===== config.mk =====
export PLATFORM = sky130hd
export DESIGN_NAME = des_align
export DESIGN_NICKNAME = d
export VERILOG_FILES = /design/src/rtl/link_pkg.sv /design/src/rtl/des_align_sync_detect.sv /design/src/rtl/des_align.sv
export SDC_FILE = /design/constraint.sdc
export NUM_CORES = 1
export LEC_CHECK = 0
export BUFFER_PORTS_ARGS = -buffer_cell sky130_fd_sc_hd__buf_2
export CAP_MARGIN = 5
export CORE_MARGIN = 2
export CORE_UTILIZATION = 55
export DETAILED_ROUTE_END_ITERATION = 12
export GPL_TIMING_DRIVEN = 0
export MAX_ROUTING_LAYER = met4
export PLACE_DENSITY_LB_ADDON = 0.3
export SYNTH_ARGS = -nofsm -noshare
export SYNTH_HDL_FRONTEND = slang
export SYNTH_SLANG_ARGS = --single-unit

===== constraint.sdc =====
create_clock -name clk -period 5.1 [get_ports clk]
set_input_delay 1.02 -clock clk [delete_from_list [all_inputs] [get_ports clk]]
set_output_delay 1.02 -clock clk [all_outputs]
set_load 0.02 [all_outputs]

===== src/rtl/link_pkg.sv =====
// link_pkg: constants shared by both ends of the 16-bit serial link.
//   WORD_W        word width carried on the link
//   SYNC_PATTERN  alignment word, identical to the transmitter's constant
//   align_state_t one-hot aligner states (HUNT / VERIFY / LOCKED)
package link_pkg;

  localparam int WORD_W = 16;

  localparam logic [WORD_W-1:0] SYNC_PATTERN = 16'h817E;

  typedef enum logic [2:0] {
    HUNT   = 3'b001,
    VERIFY = 3'b010,
    LOCKED = 3'b100
  } align_state_t;

endpackage


===== src/rtl/des_align_sync_detect.sv =====
// sync_detect: compares the candidate word (the shift register value after
// this cycle's bit) against the alignment pattern and flags whether the
// phase counter sits on a word boundary.
// Ports:
//   shift_next   in  16  shift register contents including the current bit
//   bitcnt       in  4   bit phase counter
//   is_sync      out 1   candidate word equals PATTERN
//   at_boundary  out 1   this cycle closes a word at the held phase
module sync_detect
  import link_pkg::*;
#(
  parameter logic [WORD_W-1:0] PATTERN = link_pkg::SYNC_PATTERN
) (
  input  logic [WORD_W-1:0] shift_next,
  input  logic [3:0]        bitcnt,
  output logic              is_sync,
  output logic              at_boundary
);

  // Pure combinational compare; the phase counter's last count marks the
  // cycle whose bit completes a word.
  always_comb begin
    is_sync     = (shift_next == PATTERN);
    at_boundary = (bitcnt == 4'd15);
  end

endmodule


===== src/rtl/des_align.sv =====
// des_align: receive-side deserializer and word aligner. Shifts in one bit
// per clk (MSB first), hunts for the sync pattern at any phase, verifies it
// repeats at a fixed phase, then delivers aligned words with a valid strobe.
// Ports:
//   clk           in  1   bit clock, one serial bit per rising edge
//   rst_n         in  1   asynchronous active-low reset
//   datain        in  1   synchronized serial bit
//   word          out 16  aligned word, first received bit in [15]
//   word_valid    out 1   one-cycle strobe, word valid
//   word_is_sync  out 1   word equals SYNC_PATTERN (qualifies word_valid)
//   locked        out 1   aligner is in LOCKED
//   lock_lost     out 1   one-cycle pulse on LOCKED -> HUNT
//   err_cnt       out 8   saturating lock-loss counter
// Build option: define DES_ALIGN_ERRCNT_EN to enable err_cnt; otherwise it
// is tied to zero and the counter is not built.
module des_align
  import link_pkg::*;
#(
  parameter logic [WORD_W-1:0] SYNC_PATTERN = link_pkg::SYNC_PATTERN,
  parameter int unsigned       SYNC_LOCK    = 4,
  parameter int unsigned       SYNC_TIMEOUT = 64
) (
  input  logic              clk,
  input  logic              rst_n,
  input  logic              datain,
  output logic [WORD_W-1:0] word,
  output logic              word_valid,
  output logic              word_is_sync,
  output logic              locked,
  output logic              lock_lost,
  output logic [7:0]        err_cnt
);

  localparam logic [3:0] LOCK_N    = 4'(SYNC_LOCK);
  localparam logic [7:0] TIMEOUT_N = 8'(SYNC_TIMEOUT);

  align_state_t      state, state_next;
  logic [WORD_W-1:0] sr, sr_next;
  logic [3:0]        bitcnt, bitcnt_next;
  logic [3:0]        synccnt, synccnt_next;
  logic [7:0]        misscnt, misscnt_next;
  logic              is_sync, at_boundary;
  logic              miss_limit;
  logic              emit, lost;

  // The candidate word always includes the bit arriving this cycle.
  assign sr_next = {sr[WORD_W-2:0], datain};

  sync_detect #(
    .PATTERN(SYNC_PATTERN)
  ) u_sync_detect (
    .shift_next (sr_next),
    .bitcnt     (bitcnt),
    .is_sync    (is_sync),
    .at_boundary(at_boundary)
  );

  // The non-sync word currently being judged would exhaust the miss budget.
  assign miss_limit = ((misscnt + 8'd1) == TIMEOUT_N);

  // State register plus the shift register and counters it steers.
  always_ff @(posedge clk or negedge rst_n) begin
    if (!rst_n) begin
      state   <= HUNT;
      sr      <= '0;
      bitcnt  <= '0;
      synccnt <= '0;
      misscnt <= '0;
    end else begin
      state   <= state_next;
      sr      <= sr_next;
      bitcnt  <= bitcnt_next;
      synccnt <= synccnt_next;
      misscnt <= misscnt_next;
    end
  end

  // Next-state logic. A HUNT match forces bitcnt to 0 so that the match
  // cycle acts as a boundary and the next one falls 16 bits later. Off-phase
  // sync words in VERIFY/LOCKED are ignored because only at_boundary cycles
  // are evaluated there.
  always_comb begin
    state_next   = state;
    bitcnt_next  = bitcnt + 4'd1;
    synccnt_next = synccnt;
    misscnt_next = misscnt;
    unique case (state)
      HUNT: begin
        if (is_sync) begin
          bitcnt_next  = 4'd0;
          synccnt_next = 4'd1;
          misscnt_next = 8'd0;
          state_next   = (LOCK_N == 4'd1) ? LOCKED : VERIFY;
        end
      end
      VERIFY: begin
        if (at_boundary) begin
          if (is_sync) begin
            synccnt_next = synccnt + 4'd1;
            if ((synccnt + 4'd1) == LOCK_N) begin
              state_next   = LOCKED;
              misscnt_next = 8'd0;
            end
          end else begin
            state_next   = HUNT;
            synccnt_next = 4'd0;
          end
        end
      end
      LOCKED: begin
        if (at_boundary) begin
          if (is_sync) begin
            misscnt_next = 8'd0;
          end else if (miss_limit) begin
            state_next   = HUNT;
            misscnt_next = 8'd0;
            synccnt_next = 4'd0;
          end else begin
            misscnt_next = misscnt + 8'd1;
          end
        end
      end
      default: begin
        state_next   = HUNT;
        synccnt_next = 4'd0;
        misscnt_next = 8'd0;
      end
    endcase
  end

  // Output decode: a locked boundary emits its word unless that word is the
  // one that exhausts the miss budget, in which case it signals lock loss.
  always_comb begin
    emit = 1'b0;
    lost = 1'b0;
    if ((state == LOCKED) && at_boundary) begin
      if (!is_sync && miss_limit) begin
        lost = 1'b1;
      end else begin
        emit = 1'b1;
      end
    end
  end

  // Registered outputs; word holds its last value between strobes.
  always_ff @(posedge clk or negedge rst_n) begin
    if (!rst_n) begin
      word         <= '0;
      word_valid   <= 1'b0;
      word_is_sync <= 1'b0;
      locked       <= 1'b0;
      lock_lost    <= 1'b0;
    end else begin
      word_valid   <= emit;
      word_is_sync <= emit & is_sync;
      locked       <= (state_next == LOCKED);
      lock_lost    <= lost;
      if (emit) begin
        word <= sr_next;
      end
    end
  end

`ifdef DES_ALIGN_ERRCNT_EN
  // Lock-loss counter, saturating at 255, cleared only by reset.
  always_ff @(posedge clk or negedge rst_n) begin
    if (!rst_n) begin
      err_cnt <= 8'd0;
    end else if (lost && (err_cnt != 8'hFF)) begin
      err_cnt <= err_cnt + 8'd1;
    end
  end
`else
  assign err_cnt = 8'h00;
`endif

endmodule


# Yosys cells after proc, flatten, opt, wreduce, memory -nomap -nowiden
# Cells that the tools add are included.
# word_totals
register_bits	54
inputBits	3
out_inout_bits	28
elab_cells	63
# classes
n_addsub	3
n_eq_ne	15
mux	29
bitwise	1
reduce_logical	5
# op_table
op	n
two-way mux 8 bit	7
two-way mux 4 bit	8
one-hot mux 8 bit (3 select lines)	1
two-way mux 3 bit	7
equality test 16 bit (second input constant)	1
!= test 2 bit (second input constant)	7
one-hot mux 4 bit (3 select lines)	1
AND reduction 5 bit	2
one-hot mux 3 bit (3 select lines)	1
adder 4 x 1 -> 4 bit (second input constant)	2
adder 8 x 1 -> 8 bit (second input constant)	1
equality test 8 x 7 -> 1 bit (second input constant)	1
equality test 3 bit (second input constant)	2
equality test 4 x 3 -> 1 bit (second input constant)	1
equality test 4 bit (second input constant)	1
two-way mux 1 bit	4
equality test 3 x 1 -> 1 bit (second input constant)	1
equality test 3 x 2 -> 1 bit (second input constant)	1
logical AND 1 bit	2
AND 1 bit	1
logical NOT 1 bit	1

# Logic depth before layout (Yosys ltp)
# Gate-level depths: netlist (run 1).
# logic_depth
word_depth	7
depth_mapped	8
ltp_nobuf	7

# By module
# Synthesis (run 1) repeated with hierarchy kept, for this count alone.
# hier_totals
cells_unflattened	196
area_unflattened_um2	2448.6
# by_module_without_submodules
module	n_inst	cells_per_inst	area_each_um2	seq_area_each_um2
des_align	1	190	2386.0	1352.5
sync_detect	1	6	62.6	0.0

# Worst setup path after synthesis (run 1)
# No wires, ideal clock.
# synth_timing
path_kind	input to register
start	input datain
end	register misscnt[2]
setup_ns	0.124
arrival_ns	2.334
required_time_ns	4.976
slack_ns	2.643
cell_stages	6
n_path_buf	1
path_cell_list	nor4_1 nand4_1 clkbuf_1 o21ai_0 o211ai_1 a211o_1
# synth_via
elab_chain_len	4
elab_cells_between_ends	7
classes_between	eq/ne (3); mux (3); reduce/logical (1)
# synth_lines
element	line	source
start, declared	des_align.sv:25	input logic datain,
equality test 16 bit *	des_align_sync_detect.sv:23	is_sync = (shift_next == PATTERN);
two-way mux 8 bit	des_align.sv:112	if (is_sync) begin
two-way mux 8 bit	des_align.sv:111	if (at_boundary) begin
one-hot mux 8 bit (3 select lines)	des_align.sv:87	unique case (state)
end signal, assigned	des_align.sv:74	misscnt <= misscnt_next;
end, declared	des_align.sv:41	logic [7:0] misscnt, misscnt_next;
# Mark *: on every way between the ends. The rest lies on a longest branch, timed or not. The select of a mux whose other input is x is not followed.
# A chain may end at the register's enable or synchronous reset.

# Worst setup path in the final report (run 1)
# layout_timing
start	input datain
end	register misscnt[3]
# The elaborated chain is that of the path after synthesis.

==> results.md, run 1 <==
- Die Span Y: 69.80 um
- Cts bufs inserted: 5
- Commonest cells post-synth: dfrtp_1, nand2_1, nor2_1, nand3_1, mux2_4
- DR vias: 1538
- RD Place Congestion: around 0.8
- Number of synthesized flops with an enable pin: 0
- Slew @ Worst Pin: slightly below 0.7 ns
- Relative slew margins: 0.5406
- Clock slew at reported path FFs: roughly 0.10 ns
- Cell accounting for the most synthesized area: dfrtp_1
- Max VDD drop: 0.2077 mV
- # hold bufs at CTS: 0
- Fin nets: 239
- Ys async rst share: 1.000
- Worst path cell trace: buf_2 > nor4_1 > nand4_1 > clkbuf_1 > o21ai_0 > o211ai_1 > o31a_1
- Total negative slack: 0 ns
- Area Overhead vs Synth: 13.29%
- Rows: 23
- DIE WIDTH: 69.80 um
- CP Capture Type: flip-flop
- FF-to-FF setup slack: 2.72 ns
- Logic pwr share: 0.061
- Largest net degree at the start of global routing: 55
- CTS tree: yes
- RR Endpoint: misscnt[3]
- Resize count post-CTS: 0
- HP Class: flip-flop to flip-flop
- Total track usage: 0.1939
- RSZ-0062 raised after global routing: false
- Register area share after synthesis: 0.5681
- Post-route ant nets: 0
- Setup ws final: approximately 2.5 ns
- Fmax: 0.3794 GHz
- Area after DPL: 2580 um2
- FF-to-FF Start: sr[11]
- Skew-Pair Late Insertion Delay: a little over 0.3 ns
- Synth warn: 0
- Status: finished, final reports clean
- Number of I/O pins: 31
- Global-route wire length before repair: about 7300 um
- Yosys cell types: 46
- Cell family with most CP delay: compound AO/OA/AOI/OAI gates
- Worst R2R Path Depth: 6
- Vias per inst: 5.435
- Detailed Route Iter0 Violations: 116
- H-tree levels: 2
- Starting Density: 0.5827
- Int Pwr: 560.3 uW
- PwrDens: 275.0 nW/um2
- Final Cell Area: 2698 um2
- #FFs+latches synth: 54
- Min-Delay Path Depth: 0
- HPWL Detailed: 2967 um
- CORE AREA: 4086 um2
- Critical path launch point type: primary input
- Mean Syn Cell Area: 12.21 um2
- CP startpoint: datain
- Final Hold Viols: 0
- Crit-path max cell delay: roughly 0.4 ns
- Leakage: 0.001224 uW
- Sink Count: 54
- Cell area after synthesis: 2381 um2
- Routed wire per std cell: 14.96 um
- Final Max Slew Viols: 0
- Pre-CTS setup slack: 2.178 ns
- Placed cell count: ~270
- Pre-antenna DRT Iters: 4
- Setup bufs post-CTS: 0
- Required time of the worst setup path: 5.29 ns
- Fraction of layout cells with a size suffix above 1: 0.2747
- Power share of the sequential group: 0.604
- Post-Route WL: ~4200 um
- Switch Pwr: 181.6 uW
- CP endpoint: misscnt[3]
- Tcrit/Tclk final: 0.5167
- Critical path buffer and inverter count: 2
- Final critical-path required period: 2.635 ns
- Max cap viols: 0
- Arrival @ worst endpoint: 2.83 ns
- Most frequent cell after synthesis: dfrtp_1
- Vias in the first global route: around 1600
- Clock Tree Buf Depth: 2
- Final Skew: ~0.0048 ns
- Ys flop type: dfrtp_1
- Slowest CP cell: o31a_1
- Root Driver: clkbuf_8
- Path length in cells of the critical path: 7
- Hold WS: just over 0.4 ns
- Fin cells: 283
- Grt ovf: 0
- Setup Viol. Count Final: 0
- Top post-synthesis cells by area: dfrtp_1, mux2_4, mux2_2
- Net Sw Frac: 0.2448
- Cells after Synth: about 200
- Clock network power share: 0.335
- Worst Setup Path Type: primary input to flip-flop
- Area share of the largest cell type after synthesis: 0.5570
- Initial antenna violation count: 0
- Die footprint: 4871 um2
- Antenna Cells: 0
- DRC: 0
- Port-buffer cells: 22
- CP Max Fanout: 10
layout make-up:
| cell class | instances | area [um2] |
|---|---|---|
| plain buffers | 12 | 82.58 |
| clock buffers | 5 | 68.82 |
| clock inverters | 3 | 28.78 |
| fillers | 329 | 1389 |
| inverters | 1 | 3.754 |
| multi-input cells | 135 | 968.4 |
| flip-flops and latches | 54 | 1353 |
| well taps | 50 | 62.56 |
| repair buffers | 23 | 130.1 |
stage by stage:
step / utilization / power (uW)
floorplan: - / 481.4
global placement: 0.6314 / 499.6
detailed placement: 0.6314 / 500.6
CTS: 0.6552 / 747.2
global route: 0.6601 / 772.7
finish: 0.6601 / 741.9
logic make-up (layout without fill, tap and decap cells):
kind of cell	after synthesis	count (layout)	share of synthesized area
simple gates	71	71	0.1640
flops	54	54	0.5681
compound gates	29	29	0.09249
mux	17	17	0.09459
buf+inv	13	44	0.03626
xor+xnor	6	6	0.02207
fa+ha+maj	4	4	0.02102
other cells	1	8	0.001575
power groups by stage:
stage               logic (uW)  registers, uW  clock network, uW
floorplan                 18.3            463                  0
global placement          43.5            456                  0
detailed placement        43.8            457                  0
CTS                       43.9            448                255
global route              49.0            450                273
finish                    45.0            448                249
metal layers:
metal / wire, um / GRT usage
met1: 1991 / 0.2541
met2: 2058 / 0.3037
met5: 0 / -
met4: 67 / 0.07051
met3: 116 / 0.03634
state kept, by name, indices dropped and copies added (netlist names):
name and count:
bitcnt 4, lock_lost 1, locked 1, misscnt 8, sr 15, state 3, synccnt 4, word 16
word_is_sync 1, word_valid 1
cells in the final DEF (no fill, tap or decap), drive strengths merged, types with 5 or more instances in the layout:
| cell type | Yosys | final |
|---|---|---|
| clkbuf | 3 | 8 |
| conb | 1 | 8 |
| o21ai | 5 | 5 |
| dfrtp | 53 | 53 |
| nor2 | 14 | 14 |
| mux2 | 17 | 17 |
| nand3 | 10 | 10 |
| nand2 | 16 | 16 |
| buf | 9 | 32 |
worst min path at each step:
| stage | slack [ns] | startpoint | end |
|---|---|---|---|
| after floorplan | 0.36 | sr[0] | sr[1] |
| after global placement | 0.38 | sr[5] | sr[6] |
| after detailed placement | 0.39 | sr[1] | sr[2] |
| after CTS | 0.41 | sr[2] | sr[3] |
| after global routing | 0.42 | sr[7] | sr[8] |
| final | 0.41 | sr[2] | sr[3] |
No activity file was read; power rests on OpenSTA's default activity.
==> run 2, diff against run 1 <==
CORE_UTILIZATION = 51   (was 55)
clock period = 2.4 ns   (was 5.1 ns; I/O delays follow)
==> results.md, run 2 (synthesis results as in run 1) <==
- Total track usage: 0.1696 (was 0.1939)
- Starting Density: 0.5394 (was 0.5827)
- Tcrit/Tclk final: 0.9491
- Vias in the first global route: 1479 (was 1596)
- Final core utilization: 0.6137 (was 0.6601)
- Die footprint: 5231 um2 (was 4871 um2)
- Commonest non-fill, non-tap cell in the layout: dfrtp_1 (unchanged)
- Final Skew: 0.004912 ns (was 0.004821 ns)
- HPWL Detailed: 2834 um (was 2967 um)
- Clock Tree Buf Depth: 2 (unchanged)
- CP Max Fanout: 10 (unchanged)
- Root Driver: clkbuf_8 (unchanged)
- Sink Count: 54 (unchanged)
- Final critical-path required period: ~2.3 ns
- Skew-Pair Late Insertion Delay: 0.30 ns (was 0.31 ns)
- Layout fillers: 343 (was 329)
- Required time of the worst setup path: 2.59 ns (was 5.29 ns)
- Logic pwr share: 0.056 (was 0.061)
- RSZ-0062 raised after global routing: true (was false)
- Grt ovf: 0 (unchanged)
- Final Hold Viols: 0 (unchanged)
- Final Max Slew Viols: 0 (unchanged)
- Worst Setup Path Type: flip-flop to flip-flop (was primary input to flip-flop)
- Relative slew margins: 0.2267 (was 0.5406)
- Max cap viols: 0 (unchanged)
- Leakage: 0.001224 uW (about the same)
- CP Capture Type: flip-flop (unchanged)
- Power share of the sequential group: 0.583 (was 0.604)
- Initial antenna violation count: 0 (unchanged)
- Clock network power share: 0.361 (was 0.335)
- Switch Pwr: 355.3 uW (was 181.6 uW)
- Slew @ Worst Pin: 1.160 ns (was 0.6860 ns)
- Routed wire per std cell: 14.14 um (was 14.96 um)
- Net Sw Frac: 0.2176 (was 0.2448)
- Max VDD drop: 0.3929 mV (was 0.2077 mV)
- Port-buffer cells: 22 (unchanged)
- Clock slew at reported path FFs: 0.09 ns (was 0.10 ns)
- Rows: 24 (was 23)
- Critical path launch point type: flip-flop (was primary input)
- Most frequent cells in the layout: dfrtp_1, buf_2, nand2_1 (unchanged)
- Setup Viol. Count Final: 0 (unchanged)
- Hold WS: 0.3088 ns (was 0.4067 ns)
- Vias per inst: 5.542 (was 5.435)
- DRC: 0 (unchanged)
- CORE AREA: 4414 um2 (was 4086 um2)
- Status: finished, final reports clean (unchanged)
- Fin cells: 284 (was 283)
- Pre-antenna DRT Iters: 4 (unchanged)
- PwrDens: 602.8 nW/um2 (was 275.0 nW/um2)
- RD Place Congestion: 0.8035 (was 0.8027)
- CTS tree: yes (unchanged)
- Cts bufs inserted: 5 (unchanged)
- HP Class: primary input to flip-flop (was flip-flop to flip-flop)
- Met3 wire length: 152 um (was 116 um)
- Detailed Route Iter0 Violations: 53 (was 116)
- Number of I/O pins: 31 (unchanged)
- Die Span Y: 72.33 um (was 69.80 um)
- Fmax: 0.4390 GHz
- Post-Route WL: 4016 um (was 4233 um)
- Register bank with the most flops: word (unchanged)
- Top Layer Used: met4 (unchanged)
- Arrival @ worst endpoint: 2.47 ns (was 2.83 ns)
- H-tree levels: 2 (unchanged)
- Largest regs: word: 16 flops, sr: 15 flops, misscnt: 8 flops (unchanged)
- DR vias: 1574 (was 1538)
- Post-route ant nets: 0 (unchanged)
- Antenna Cells: 0 (unchanged)
- Routed length on met1: 1885 um (was 1991 um)
- DIE WIDTH: 72.33 um (was 69.80 um)
- Max reg flops: 16 (unchanged)
- Area Overhead vs Synth: 13.77% (was 13.29%)
- Fin nets: 239 (unchanged)
- Int Pwr: 1278 uW (was 560.3 uW)
- Largest net degree at the start of global routing: 55 (unchanged)
- Global-route wire length before repair: 6831 um (was 7334 um)
- Met2 WL post-DR: 1940 um (was 2058 um)
- Placed cell count: 276 (was 274)
- Fraction of layout cells with a size suffix above 1: 0.2802 (was 0.2747)
run 2: cell count changes in the layout (fill, tap and decap cells not counted):
| cell | delta |
|---|---|
| a31oi_2 | +1 |
| bufinv_16 | +1 |
| clkinv_4 | -1 |
| inv_8 | -1 |
| buf_4 | +1 |
| nor3_1 | -1 |
| a31oi_1 | -1 |
| buf_12 | -1 |
| nor3_2 | +1 |
run 2: critical path: stages (launching register included):
cell and delay [ns]:
dfrtp_1 0.41, nor4bb_1 0.36, nand4_1 0.30, clkbuf_1 0.30, o21ai_0 0.21, o211ai_1 0.11, buf_4 0.19, a211o_1 0.29
run 2: power by group through the flow:
stage               Combinational [uW]  Clock [uW]  Sequential (uW)
global placement                  92.1           0              969
CTS                               93.7         603              953
floorplan                         38.9           0              984
finish                            91.7         589              952
detailed placement                93.3           0              971
global route                      99.6         641              956
run 2: cell type report:
cell class / count / area [um2] / share of cell area
Inverter: 1 / 3.754 / 0.001386
Sequential cell: 54 / 1353 / 0.4993
Clock buffer: 5 / 68.82 / 0.02540
Tap cell: 52 / 65.06 / 0.02402
Multi-Input combinational cell: 135 / 979.7 / 0.3617
Clock inverter: 2 / 38.79 / 0.01432
Buffer: 12 / 82.58 / 0.03048
Timing Repair Buffer: 23 / 117.6 / 0.04342
run 2: repair_timing:
item | in CTS | in global routing
hold buffers | 0 | 0
resized for setup | 0 | 2
buffers inserted | 0 | 1
setup endpoints to repair | 0 | 11
run 2: metal layers:
layer  GRT usage  vias to the layer above
met3     0.03472                        5
met1      0.2270                      782
met2      0.2610                       33
li1            -                      754
met4     0.05451                        0
met5           -                        -
run 2: metrics by stage:
step	setup TNS [ns]	setup slack, ns	cell area [um2]	power (uW)
CTS	0	0.03472	2690	1650
floorplan	0	0.4191	2407	1023
global placement	0	0.03662	2582	1061
detailed placement	0	0.008327	2582	1064
global route	-0.08655	-0.03498	2709	1697
finish	0	0.1223	2709	1633
run 2: path summary, 6_finish.rpt:
check,startpoint,cells after the start,slack (ns),end
worst max-delay path,sr[11],7,0.12,misscnt[4]
worst min-delay path,datain,1,0.31,sr[0]
worst max register to register,sr[11],7,0.12,misscnt[4]
worst min register to register,sr[7],0,0.40,sr[8]
max in group asynchronous,rst_n,1,1.29,state[2]
min in group asynchronous,rst_n,1,0.41,locked
